==> config.mk <==
export PLATFORM = sky130hd
export DESIGN_NAME = alu_multiciclo
export DESIGN_NICKNAME = d
export VERILOG_FILES = /design/src/rtl/alu_multiciclo.sv
export SDC_FILE = /design/constraint.sdc
export NUM_CORES = 1
export LEC_CHECK = 0
export BUFFER_PORTS_ARGS = -buffer_cell sky130_fd_sc_hd__buf_2
export CORE_UTILIZATION = 40
export DETAILED_ROUTE_END_ITERATION = 16
export PLACE_DENSITY = 0.56
export SLEW_MARGIN = 10
export SYNTH_ARGS = -nofsm -noshare
export SYNTH_HDL_FRONTEND = slang
export SYNTH_SLANG_ARGS = --single-unit
==> constraint.sdc <==
create_clock -name CLK -period 2.8 [get_ports CLK]
set_input_delay 0.42 -clock CLK [delete_from_list [all_inputs] [get_ports CLK]]
set_output_delay 0.42 -clock CLK [all_outputs]
set_load 0.02 [all_outputs]
==> src/rtl/alu_multiciclo.sv <==
// Multicycle execute-stage ALU: single-cycle arithmetic/logic/compare ops, iterative
// one-bit-per-cycle shifts, and a START/BUSY/DONE handshake.
module alu_multiciclo #(
    parameter int unsigned WIDTH = 32,
    parameter int unsigned SHW   = 5
) (
    input  logic             CLK,
    input  logic             RST_n,
    input  logic             START,
    input  logic [3:0]       ALU_SELECT,
    input  logic [WIDTH-1:0] A,
    input  logic [WIDTH-1:0] B,
    output logic             BUSY,
    output logic             DONE,
    output logic [WIDTH-1:0] RESULT,
    output logic             ZERO
);

    localparam logic [3:0] OpAdd  = 4'b0000;
    localparam logic [3:0] OpAnd  = 4'b0001;
    localparam logic [3:0] OpOr   = 4'b0010;
    localparam logic [3:0] OpSll  = 4'b0011;
    localparam logic [3:0] OpSlt  = 4'b0100;
    localparam logic [3:0] OpSrl  = 4'b0101;
    localparam logic [3:0] OpSub  = 4'b0110;
    localparam logic [3:0] OpXor  = 4'b0111;
    localparam logic [3:0] OpSltu = 4'b1000;
    localparam logic [3:0] OpSra  = 4'b1001;

    localparam logic [SHW-1:0] CntOne = 1;

    typedef enum logic [0:0] {StIdle, StExec} state_e;

    state_e           state_q;
    logic [3:0]       op_q;
    logic [WIDTH-1:0] acc_q;
    logic [SHW-1:0]   cnt_q;
    logic             busy_q;
    logic             done_q;
    logic [WIDTH-1:0] result_q;
    logic             zero_q;

    logic [WIDTH-1:0] alu_res;
    logic             is_shift;
    logic             slt_bit;
    logic             sltu_bit;
    logic [WIDTH-1:0] acc_shifted;

    assign slt_bit  = $signed(A) < $signed(B);
    assign sltu_bit = A < B;
    assign is_shift = (ALU_SELECT == OpSll) || (ALU_SELECT == OpSrl) || (ALU_SELECT == OpSra);

    always_comb begin
        alu_res = '0;
        case (ALU_SELECT)
            OpAdd:   alu_res = A + B;
            OpAnd:   alu_res = A & B;
            OpOr:    alu_res = A | B;
            OpSlt:   alu_res = {{(WIDTH-1){1'b0}}, slt_bit};
            OpSub:   alu_res = A - B;
            OpXor:   alu_res = A ^ B;
            OpSltu:  alu_res = {{(WIDTH-1){1'b0}}, sltu_bit};
            default: alu_res = '0;
        endcase
    end

    // Only shift opcodes ever reach EXEC with a nonzero count.
    always_comb begin
        acc_shifted = acc_q;
        case (op_q)
            OpSll:   acc_shifted = {acc_q[WIDTH-2:0], 1'b0};
            OpSrl:   acc_shifted = {1'b0, acc_q[WIDTH-1:1]};
            OpSra:   acc_shifted = {acc_q[WIDTH-1], acc_q[WIDTH-1:1]};
            default: acc_shifted = acc_q;
        endcase
    end

    always_ff @(posedge CLK or negedge RST_n) begin
        if (!RST_n) begin
            state_q  <= StIdle;
            op_q     <= OpAdd;
            acc_q    <= '0;
            cnt_q    <= '0;
            busy_q   <= 1'b0;
            done_q   <= 1'b0;
            result_q <= '0;
            zero_q   <= 1'b1;
        end else begin
            done_q <= 1'b0;
            case (state_q)
                StIdle: begin
                    if (START) begin
                        op_q    <= ALU_SELECT;
                        busy_q  <= 1'b1;
                        state_q <= StExec;
                        if (is_shift) begin
                            acc_q <= A;
                            cnt_q <= B[SHW-1:0];
                        end else begin
                            acc_q <= alu_res;
                            cnt_q <= '0;
                        end
                    end
                end
                StExec: begin
                    if (cnt_q != '0) begin
                        acc_q <= acc_shifted;
                        cnt_q <= cnt_q - CntOne;
                    end else begin
                        result_q <= acc_q;
                        zero_q   <= (acc_q == '0);
                        done_q   <= 1'b1;
                        busy_q   <= 1'b0;
                        state_q  <= StIdle;
                    end
                end
                default: state_q <= StIdle;
            endcase
        end
    end

    assign BUSY   = busy_q;
    assign DONE   = done_q;
    assign RESULT = result_q;
    assign ZERO   = zero_q;

endmodule

==> impl_metrics.tcl, run 1 <==
set metrics [dict create \
    grt_pass1_wl_mm 52.34 \
    outcome "finished, final reports clean" \
    yosysSeqAreaShare 0.2150 \
    drt_iter0_drc 1001 \
    p_leak_nw 6.216 \
    peakVddDrop_mv 0.5689 \
    fill_cells 2096 \
    synth.distinct_cells 85 \
    slowest_stage "fa_2" \
    cts-root-buf "clkbuf_16" \
    min_path_type "in2async" \
    timing.rr.start "cnt_q[0]$_DFFE_PN0P_" \
    grt_overflow 0 \
    clock_sinks 77 \
    die_x_um 151.7 \
    start_util 0.4096 \
    place_area_um2 11650 \
    slowest_delay_ps 440 \
    synthArstFlopShare 1.000 \
    required_ps 3030 \
    die_area_um2 23020 \
    rsz0062_at_grt "true" \
    drt_wl_total_mm 34.33 \
    wire_per_inst_um 18.43 \
    place.gp.congestion 0.9996 \
    core_um2 21890 \
    route.detailed.drc 0 \
    final_cells 1863 \
    tns_ps 0 \
    max-slew-margin-rel 0.5401 \
    multi_input_area_um2 6887 \
    cap_violations 0 \
    cts_tree "yes" \
    critPathLaunchType "input port" \
    cts_buffer_depth 2 \
    worstMarginPinSlew_ps 689.8 \
    antenna_found_initial 1 \
    synth_top_flop_cell "dfrtp_1" \
    nets 1752 \
    avgSynthCellArea_um2 7.140 \
    place_hpwl_mm 26.43 \
    antenna_left 0 \
    vias 10670 \
    hold_buffers 0 \
    crit_chain "buf_4 -> ha_1 -> fa_2 -> a21oi_4 -> o21ai_1 -> a21oi_2 -> o21ai_0 -> a221o_1 -> a221oi_4 -> a311oi_1 -> a21o_1" \
    via_per_inst 5.727 \
    fin_crit_sh 0.9926 \
    die_y_um 151.7 \
    grt_pass1_vias 9608 \
    worst-setup-path-type "in2reg" \
    syn_nets 1430 \
    fmax_mhz 359.8 \
    first_pass_iters 5 \
    p_per_area_nw_per_um2 653.2 \
    port_buffers 105 \
    h-tree-depth 3 \
    design_area_um2 12660 \
    clk-insertion-delay-late_ps 330 \
    cp-end-kind "flop" \
    hold_slack_ps 127.4 \
    setup_viol 0 \
    crit_arrival_ps 3010 \
    drive_above_1_share 0.3154 \
    dp.cells 1831 \
    syn_inst 1256 \
    period_needed_ps 2779 \
    rows 54 \
    syn_area_um2 8967 \
    synth_warnings 0 \
    area_delta_synth_final_pct 41.19 \
    finalHoldViolations 0 \
    seqCellArea_um2 1929 \
    grt_util_all_layers 0.2949 \
    synth_edf_count 0 \
    cp_max_fo 4 \
    finClkSkew_ps 6.706 \
    drv_slew 0 \
    cts_made_buffers 9 \
    ios 106 \
    startpoint "B[0]" \
    clkTransAtPathRegs_ps 60 \
    ys_ff_latch 77 \
    grt_max_degree 54 \
]
[placed cells by master, fill, tap and decap left out, drive strengths merged, types with 8 or more instances in the layout]
cell | synthesis | routed
a221oi | 12 | 12
and3 | 9 | 9
a31oi | 14 | 14
nor2 | 79 | 79
o21bai | 11 | 11
nand2 | 249 | 249
a211oi | 21 | 21
a2111oi | 9 | 9
o211ai | 18 | 18
nand4 | 20 | 20
buf | 21 | 391
a21oi | 102 | 102
nor3 | 21 | 21
inv | 96 | 96
dfrtp | 76 | 76
o22ai | 15 | 15
clkbuf | 59 | 9
o21ai | 92 | 92
a21o | 21 | 21
nand3 | 17 | 17
a221o | 9 | 9
nor4 | 14 | 14
o31ai | 9 | 9
or3 | 8 | 8
nand2b | 12 | 12
mux2i | 8 | 8
nor2b | 14 | 14
ha | 101 | 101
[critical path, delay by kind of cell]
kind            cells  cell delay (ps)
compound gates      8             1790
buf+inv             1              130
fa+ha+maj           2              660
[layout make-up]
cell class	count	area share
flip-flops and latches	77	0.1524
well taps	280	0.02767
multi-input cells	1002	0.5439
repair buffers	391	0.2221
clock inverters	6	0.007016
clock buffers	9	0.01779
diodes	1	0.0001976
inverters	97	0.02896
[per-stage QoR]
step	power, mW	setup slack, ps	util
2_1_floorplan	4.878	-156.1	-
3_3_place_gp	6.642	-725.7	0.5324
3_5_place_dp	6.731	-773.1	0.5324
4_1_cts	8.048	-105.0	0.5569
5_1_grt	8.893	-84.12	0.5782
6_report	8.270	20.64	0.5784
[per-layer routing]
| layer | vias to the layer above | wire length, um | share of wire | global-route usage |
|---|---|---|---|---|
| li1 | 5125 | - | - | - |
| met1 | 5044 | 15860 | 0.46 | 0.4248 |
| met2 | 448 | 14790 | 0.43 | 0.4441 |
| met3 | 53 | 2931 | 0.085 | 0.05719 |
| met4 | 0 | 748 | 0.022 | 0.07772 |
| met5 | - | 0 | 0 | 0 |
[final timing paths]
kind / cells past startpoint / slack [ps] / to
max in group asynchronous: 2 / 2080 / acc_q[30]$_DFFE_PN0P_
setup / recovery: 11 / 20 / acc_q[12]$_DFFE_PN0P_
hold reg to reg: 2 / 470 / RESULT[1]$_DFFE_PN0P_
setup reg to reg: 8 / 390 / acc_q[29]$_DFFE_PN0P_
min in group CLK: 4 / 440 / cnt_q[3]$_DFFE_PN0P_
hold / removal: 1 / 130 / RESULT[9]$_DFFE_PN0P_
[cells by family after synthesis]
family | count (synthesis) | synth area share
compound gates | 404 | 0.2993
fa+ha+maj | 103 | 0.1454
buf+inv | 177 | 0.07730
flops | 77 | 0.2150
simple gates | 472 | 0.2392
mux | 9 | 0.01019
xor+xnor | 14 | 0.01367
[Yosys cell counts, types with 15 or more instances]
library cell / n / area (um2)
o211ai_1: 17 / 127.6
nor2_1: 78 / 292.8
a211oi_1: 20 / 150.1
nand3_1: 16 / 80.08
nand2_1: 249 / 934.7
a21oi_1: 102 / 510.5
o22ai_1: 15 / 93.84
nor3_1: 20 / 100.1
o21ai_0: 91 / 455.4
a21o_1: 21 / 157.7
ha_1: 101 / 1264
inv_1: 96 / 360.4
nand4_1: 20 / 125.1
buf_2: 15 / 75.07
clkbuf_1: 57 / 214.0
dfrtp_1: 76 / 1902
[state kept, by name, summed over array words and instances, names as in the netlist]
register,cells
BUSY,1
DONE,1
RESULT,32
state_q,1
ZERO,1
cnt_q,5
acc_q,32
op_q,4
[report_power, final]
group / total (mW) / leakage [nW] / switching, mW / internal [mW]
combinational: 4.87 / 5.11 / 2.87 / 2.00
clock: 1.24 / 0.148 / 0.466 / 0.775
sequential: 2.16 / 0.963 / 0.517 / 1.64
total: 8.27 / 6.22 / 3.86 / 4.41
[what timing repair did]
item / in CTS / in global routing
gates resized for setup: 40 / 78
endpoints found under the setup margin: 16 / 22
pin swaps: 22 / 41
buffers inserted: 7 / 11
Note: power is estimated with default switching activity, not from simulation.
==> inputs of run 2 (changes only) <==
--- a/config.mk
+++ b/config.mk
@@ -8,7 +8,7 @@
 export BUFFER_PORTS_ARGS = -buffer_cell sky130_fd_sc_hd__buf_2
 export CORE_UTILIZATION = 40
 export DETAILED_ROUTE_END_ITERATION = 16
-export PLACE_DENSITY = 0.56
+export PLACE_DENSITY_LB_ADDON = 0.12
 export SLEW_MARGIN = 10
 export SYNTH_ARGS = -nofsm -noshare
 export SYNTH_HDL_FRONTEND = slang
==> constraint.sdc (replaced) <==
create_clock -name CLK -period 3.5 [get_ports CLK]
set_input_delay 0.525 -clock CLK [delete_from_list [all_inputs] [get_ports CLK]]
set_output_delay 0.525 -clock CLK [all_outputs]
set_load 0.02 [all_outputs]
==> run 2 against run 1 <==
Net effect: die area unchanged; highest routed layer is now met5; register-to-register slack gained 440 ps; flip-flop and latch count stayed put; cell count fell by 9.0%; non-clock buffer count shrank 166; clock power shrank 25%; critical endpoint is now acc_q[10]$_DFFE_PN0P_; utilization down 8.7 points; hold slack better by 180 ps; via count decreased by 8.0%; combinational power is 29% lower; routed wire length shrank 6.3%.
==> impl_metrics.tcl, run 2 (synthesized netlist as in run 1, its figures left out) <==
set metrics [dict create \
    grt_overflow 0 \
    fin_ws_ps 99.32 \
    cts_buffer_depth 2 \
    ios 106 \
    cts_tree "yes" \
    fill_cells 2269 \
    cp_max_fo 4 \
    finClkSkew_ps 6.994 \
    ctsResizeCount 0 \
    nets 1586 \
    use_met1 0.4194 \
    design_area_um2 10750 \
    die_y_um 151.7 \
    area_delta_synth_final_pct 19.90 \
    fmax_mhz 294.1 \
    rsz0062_at_grt "false" \
    port_buffers 105 \
    critPathLaunchType "input port" \
    grt_busiest_layer "met2" \
    cp-end-kind "flop" \
    antenna_left 0 \
    pre_cts_ws_ps -148.5 \
    cpMostUsedCell "a21oi_1" \
    grt_use_met2 0.4286 \
    required_ps 3700 \
    die_x_um 151.7 \
    seqCellArea_um2 1929 \
    tns_ps 0 \
    drive_above_1_share 0.1845 \
    period_needed_ps 3401 \
    route.detailed.drc 0 \
    place.gp.congestion 0.9479 \
    hold_buffers 0 \
    layout_common_cells "nand2_1, buf_4, buf_2, a21oi_1, ha_1" \
    clock_sinks 77 \
    setup_viol 0 \
    via_per_inst 5.789 \
    h-tree-depth 3 \
    crit_chain "buf_2 -> ha_1 -> fa_1 -> a21oi_1 -> o21ai_0 -> a21oi_1 -> o21ai_0 -> a21oi_1 -> o21bai_1 -> a221o_1 -> a221oi_1 -> buf_4 -> o31ai_1" \
    cts_made_buffers 9 \
    start_util 0.4096 \
    layout_commonest_cell "nand2_1" \
    peakVddDrop_mv 0.3378 \
    first_pass_iters 6 \
    cap_violations 0 \
    crit_arrival_ps 3600 \
    p_per_area_nw_per_um2 569.3 \
    drt_wl_total_mm 32.15 \
    utilization 0.4911 \
    grt_max_degree 78 \
    timing.rr.start "cnt_q[0]$_DFFE_PN0P_" \
    critPathBufInv 2 \
    wire_per_inst_um 18.96 \
    clkTransAtPathRegs_ps 60 \
    multi_input_area_um2 6364 \
    core_um2 21890 \
    rrSetupSlack_ps 830 \
    finalHoldViolations 0 \
    drv_slew 0 \
    place_area_um2 10440 \
    cts_setup_buffers 0 \
    fin_crit_sh 0.9716 \
    antenna_found_initial 2 \
    place_hpwl_mm 24.96 \
    outcome "finished, final reports clean" \
    grt_pass1_wl_mm 50.22 \
    drt_iter0_drc 892 \
    cp_top_family "compound AO/OA/AOI/OAI gates" \
    startpoint "B[0]" \
    cts-root-buf "clkbuf_16" \
    worstMarginPinSlew_ps 1022 \
    grt_pass1_vias 9019 \
    grt_util_all_layers 0.2824 \
    max-slew-margin-rel 0.3011 \
    use_met3 0.03832 \
    die_area_um2 23020 \
    slowest_stage "a221oi_1" \
    rows 54 \
    vias 9818 \
    worst-setup-path-type "in2reg" \
    clk-insertion-delay-late_ps 340 \
    p_leak_nw 5.295 \
    slowest_delay_ps 510 \
    min_path_type "in2async" \
]
==> run 2: final timing paths <==
path,endpoint,depth (start not counted)
max,acc_q[10]$_DFFE_PN0P_,13
min,RESULT[10]$_DFFE_PN0P_,1
max reg2reg,acc_q[29]$_DFFE_PN0P_,9
min reg2reg,RESULT[20]$_DFFE_PN0P_,2
max in group asynchronous,state_q$_DFF_PN0_,1
min in group CLK,RESULT[20]$_DFFE_PN0P_,2
==> run 2: cell type report <==
type | count | area share
multi-input combinational | 1002 | 0.5919
sequential | 77 | 0.1794
timing repair buffer | 225 | 0.1341
inverter | 97 | 0.03386
tap | 280 | 0.03258
clock buffer | 13 | 0.02514
clock inverter | 1 | 0.002793
antenna | 1 | 0.0002327
==> run 2: per-layer routing <==
metal	vias up	part of all wire
met4	2	0.017
met1	4615	0.48
li1	4780	-
met3	45	0.071
met5	-	0.00028
met2	376	0.43
==> run 2: metrics by stage <==
step	std cells	total power, mW	hold WS (ps)
after floorplan	1256	3.899	229.4
final	1696	6.121	308.2
after global placement	1681	5.107	454.9
after CTS	1695	6.107	365.8
after detailed placement	1681	5.140	457.9
after global routing	1695	6.626	440.6
==> run 2: report_power, final <==
part           internal (mW)  switching (mW)  total [mW]
Combinational           1.32            2.16        3.47
Sequential              1.31           0.401        1.71
Clock                  0.602           0.333       0.936
==> run 2: worst register-to-register path: cells and delay by family, from the launching register on <==
kind	cells	cell delay, ps
adder cells (fa/ha/maj)	1	200
AND/OR/NAND/NOR	3	870
AO/OA/AOI/OAI	3	900
buffers and inverters	2	290
flip-flops	1	340
==> inputs of run 3 (changes only) <==
--- a/config.mk
+++ b/config.mk
@@ -5,7 +5,7 @@
 export SDC_FILE = /design/constraint.sdc
 export NUM_CORES = 1
 export LEC_CHECK = 0
-export BUFFER_PORTS_ARGS = -buffer_cell sky130_fd_sc_hd__buf_2
+export BUFFER_PORTS_ARGS = -buffer_cell sky130_fd_sc_hd__buf_4
 export CORE_UTILIZATION = 40
 export DETAILED_ROUTE_END_ITERATION = 16
 export PLACE_DENSITY_LB_ADDON = 0.12
==> run 3 against run 2 <==
Net effect: non-clock buffer count decreased by 20; hold slack improved by 29 ps; via count decreased by 0.16%; count of clock-buffer cells in the layout decreased by 2; die area unchanged; final area increased by 0.94%; combinational power increased by 1%; worst setup slack improved by 170 ps; flip-flop and latch count unchanged; first-iteration DRC count decreased by 9.2%; maximum frequency increased by 5.2%; global-route usage decreased by 0.44 points; critical path type unchanged; critical endpoint is now acc_q[26]$_DFFE_PN0P_.
==> impl_metrics.tcl, run 3 (synthesized netlist as in run 1, its figures left out) <==
set metrics [dict create \
    outcome "finished, final reports clean" \
    cts_tree "yes" \
    nets 1566 \
    wire_per_inst_um 18.85 \
    multi_input_area_um2 6364 \
    drive_above_1_share 0.1734 \
    area_delta_synth_final_pct 21.03 \
    r2r_cells 8 \
    path_depth 14 \
    finClkSkew_ps 5.212 \
    via_per_inst 5.845 \
    pwr-share-clk 0.149 \
    slowest_delay_ps 450 \
    layout_common_cells "nand2_1, buf_4, a21oi_1, ha_1, inv_1" \
    total_power_mw 6.170 \
    fin_crit_sh 0.9238 \
    cts_buffer_depth 2 \
    grt_util_all_layers 0.2780 \
    critPathBufInv 3 \
    p_per_area_nw_per_um2 568.5 \
    layout_commonest_cell "nand2_1" \
    p_sw_frac 0.4706 \
    ios 106 \
    vias 9802 \
    peakVddDrop_mv 0.4496 \
    worst-setup-path-type "in2reg" \
    first_pass_iters 7 \
    comb_power_share 0.569 \
    worstMarginPinSlew_ps 1049 \
    cp-end-kind "flop" \
    design_area_um2 10850 \
    clk-insertion-delay-late_ps 330 \
    grt_overflow 0 \
    place_hpwl_mm 24.62 \
    fill_cells 2274 \
    clock_sinks 77 \
    antenna_found_initial 3 \
    seqCellArea_um2 1929 \
    cp_top_family "compound AO/OA/AOI/OAI gates" \
    hold_buffers 0 \
    rows 54 \
    die_area_um2 23020 \
    critPathLaunchType "input port" \
    place_area_um2 10550 \
    clkTransAtPathRegs_ps 60 \
    r2r_end "acc_q[29]$_DFFE_PN0P_" \
    rsz0062_at_grt "false" \
    route.detailed.drc 0 \
    core_um2 21890 \
    drv_slew 0 \
    max-slew-margin-rel 0.2824 \
    port_buffers 105 \
    fmax_mhz 309.3 \
    slowest_stage "o311ai_1" \
    grt_pass1_vias 9085 \
    h-tree-depth 3 \
    cts-root-buf "clkbuf_16" \
    min_path_type "in2async" \
    finalHoldViolations 0 \
    rrSetupSlack_ps 890 \
    cp_max_fo 4 \
    p_sw_mw 2.904 \
    seqPwrFrac 0.282 \
    place.gp.congestion 0.9486 \
    required_ps 3700 \
    crit_chain "buf_4 -> inv_1 -> ha_1 -> inv_1 -> fa_1 -> nor2b_1 -> o211ai_2 -> a21oi_1 -> o311ai_1 -> and2_1 -> nor2b_1 -> nand2b_1 -> mux2i_1 -> a21oi_1" \
    drt_wl_total_mm 31.62 \
    final_cells 1677 \
    die_x_um 151.7 \
    setup_viol 0 \
    cts_made_buffers 9 \
    drt_iter0_drc 810 \
    grt_pass1_wl_mm 49.71 \
    dp.cells 1661 \
    die_y_um 151.7 \
    start_util 0.4096 \
    timing.rr.start "cnt_q[0]$_DFFE_PN0P_" \
    antenna_left 0 \
    intPower_mw 3.266 \
    crit_arrival_ps 3430 \
    period_needed_ps 3233 \
    cap_violations 0 \
    grt_max_degree 78 \
    p_leak_nw 5.267 \
]
==> run 3: per-stage QoR <==
stage / utilization / TNS (ps) / hold WS [ps] / setup WS, ps
floorplan: - / 0 / 229.4 / 344.4
global placement: 0.4821 / -110.0 / 460.1 / -95.77
detailed placement: 0.4821 / -216.9 / 464.5 / -131.7
CTS: 0.4954 / 0 / 379.5 / 205.2
global route: 0.4957 / 0 / 432.3 / 62.53
finish: 0.4958 / 0 / 337.5 / 266.8
==> run 3: routing by layer <==
metal / global-route usage / part of all wire
met5: 0 / 0
met4: 0.05743 / 0.014
met3: 0.05090 / 0.080
met2: 0.4311 / 0.43
met1: 0.3983 / 0.48
==> run 3: how the worst max path moves through the flow <==
stage	from	to	slack, ps
3_5_place_dp	A[0]	acc_q[22]$_DFFE_PN0P_	-130
6_report	A[0]	acc_q[26]$_DFFE_PN0P_	270
4_1_cts	A[0]	acc_q[22]$_DFFE_PN0P_	210
3_3_place_gp	B[7]	acc_q[22]$_DFFE_PN0P_	-100
5_1_grt	B[7]	acc_q[26]$_DFFE_PN0P_	60
2_1_floorplan	A[0]	acc_q[16]$_DFFE_PN0P_	340
==> run 3: what timing repair did <==
action                                  CTS  global route
gates resized for setup                   0             1
buffers inserted                          0             0
endpoints found under the setup margin    0             1
==> run 3: power by group through the flow <==
| stage | registers [mW] | clock network (mW) | logic, mW |
|---|---|---|---|
| floorplan | 1.81 | 0 | 2.08 |
| global placement | 1.75 | 0 | 3.41 |
| detailed placement | 1.75 | 0 | 3.46 |
| CTS | 1.74 | 0.928 | 3.48 |
| global route | 1.81 | 0.969 | 3.89 |
| finish | 1.74 | 0.917 | 3.51 |
==> run 3: cell type report <==
class                           instances  share of cell area
Antenna cell                            1           0.0002306
Clock inverter                          4            0.004496
Timing Repair Buffer                  205              0.1430
Clock buffer                           11             0.02237
Inverter                               97             0.03355
Tap cell                              280             0.03228
Multi-Input combinational cell       1002              0.5864
Sequential cell                        77              0.1778
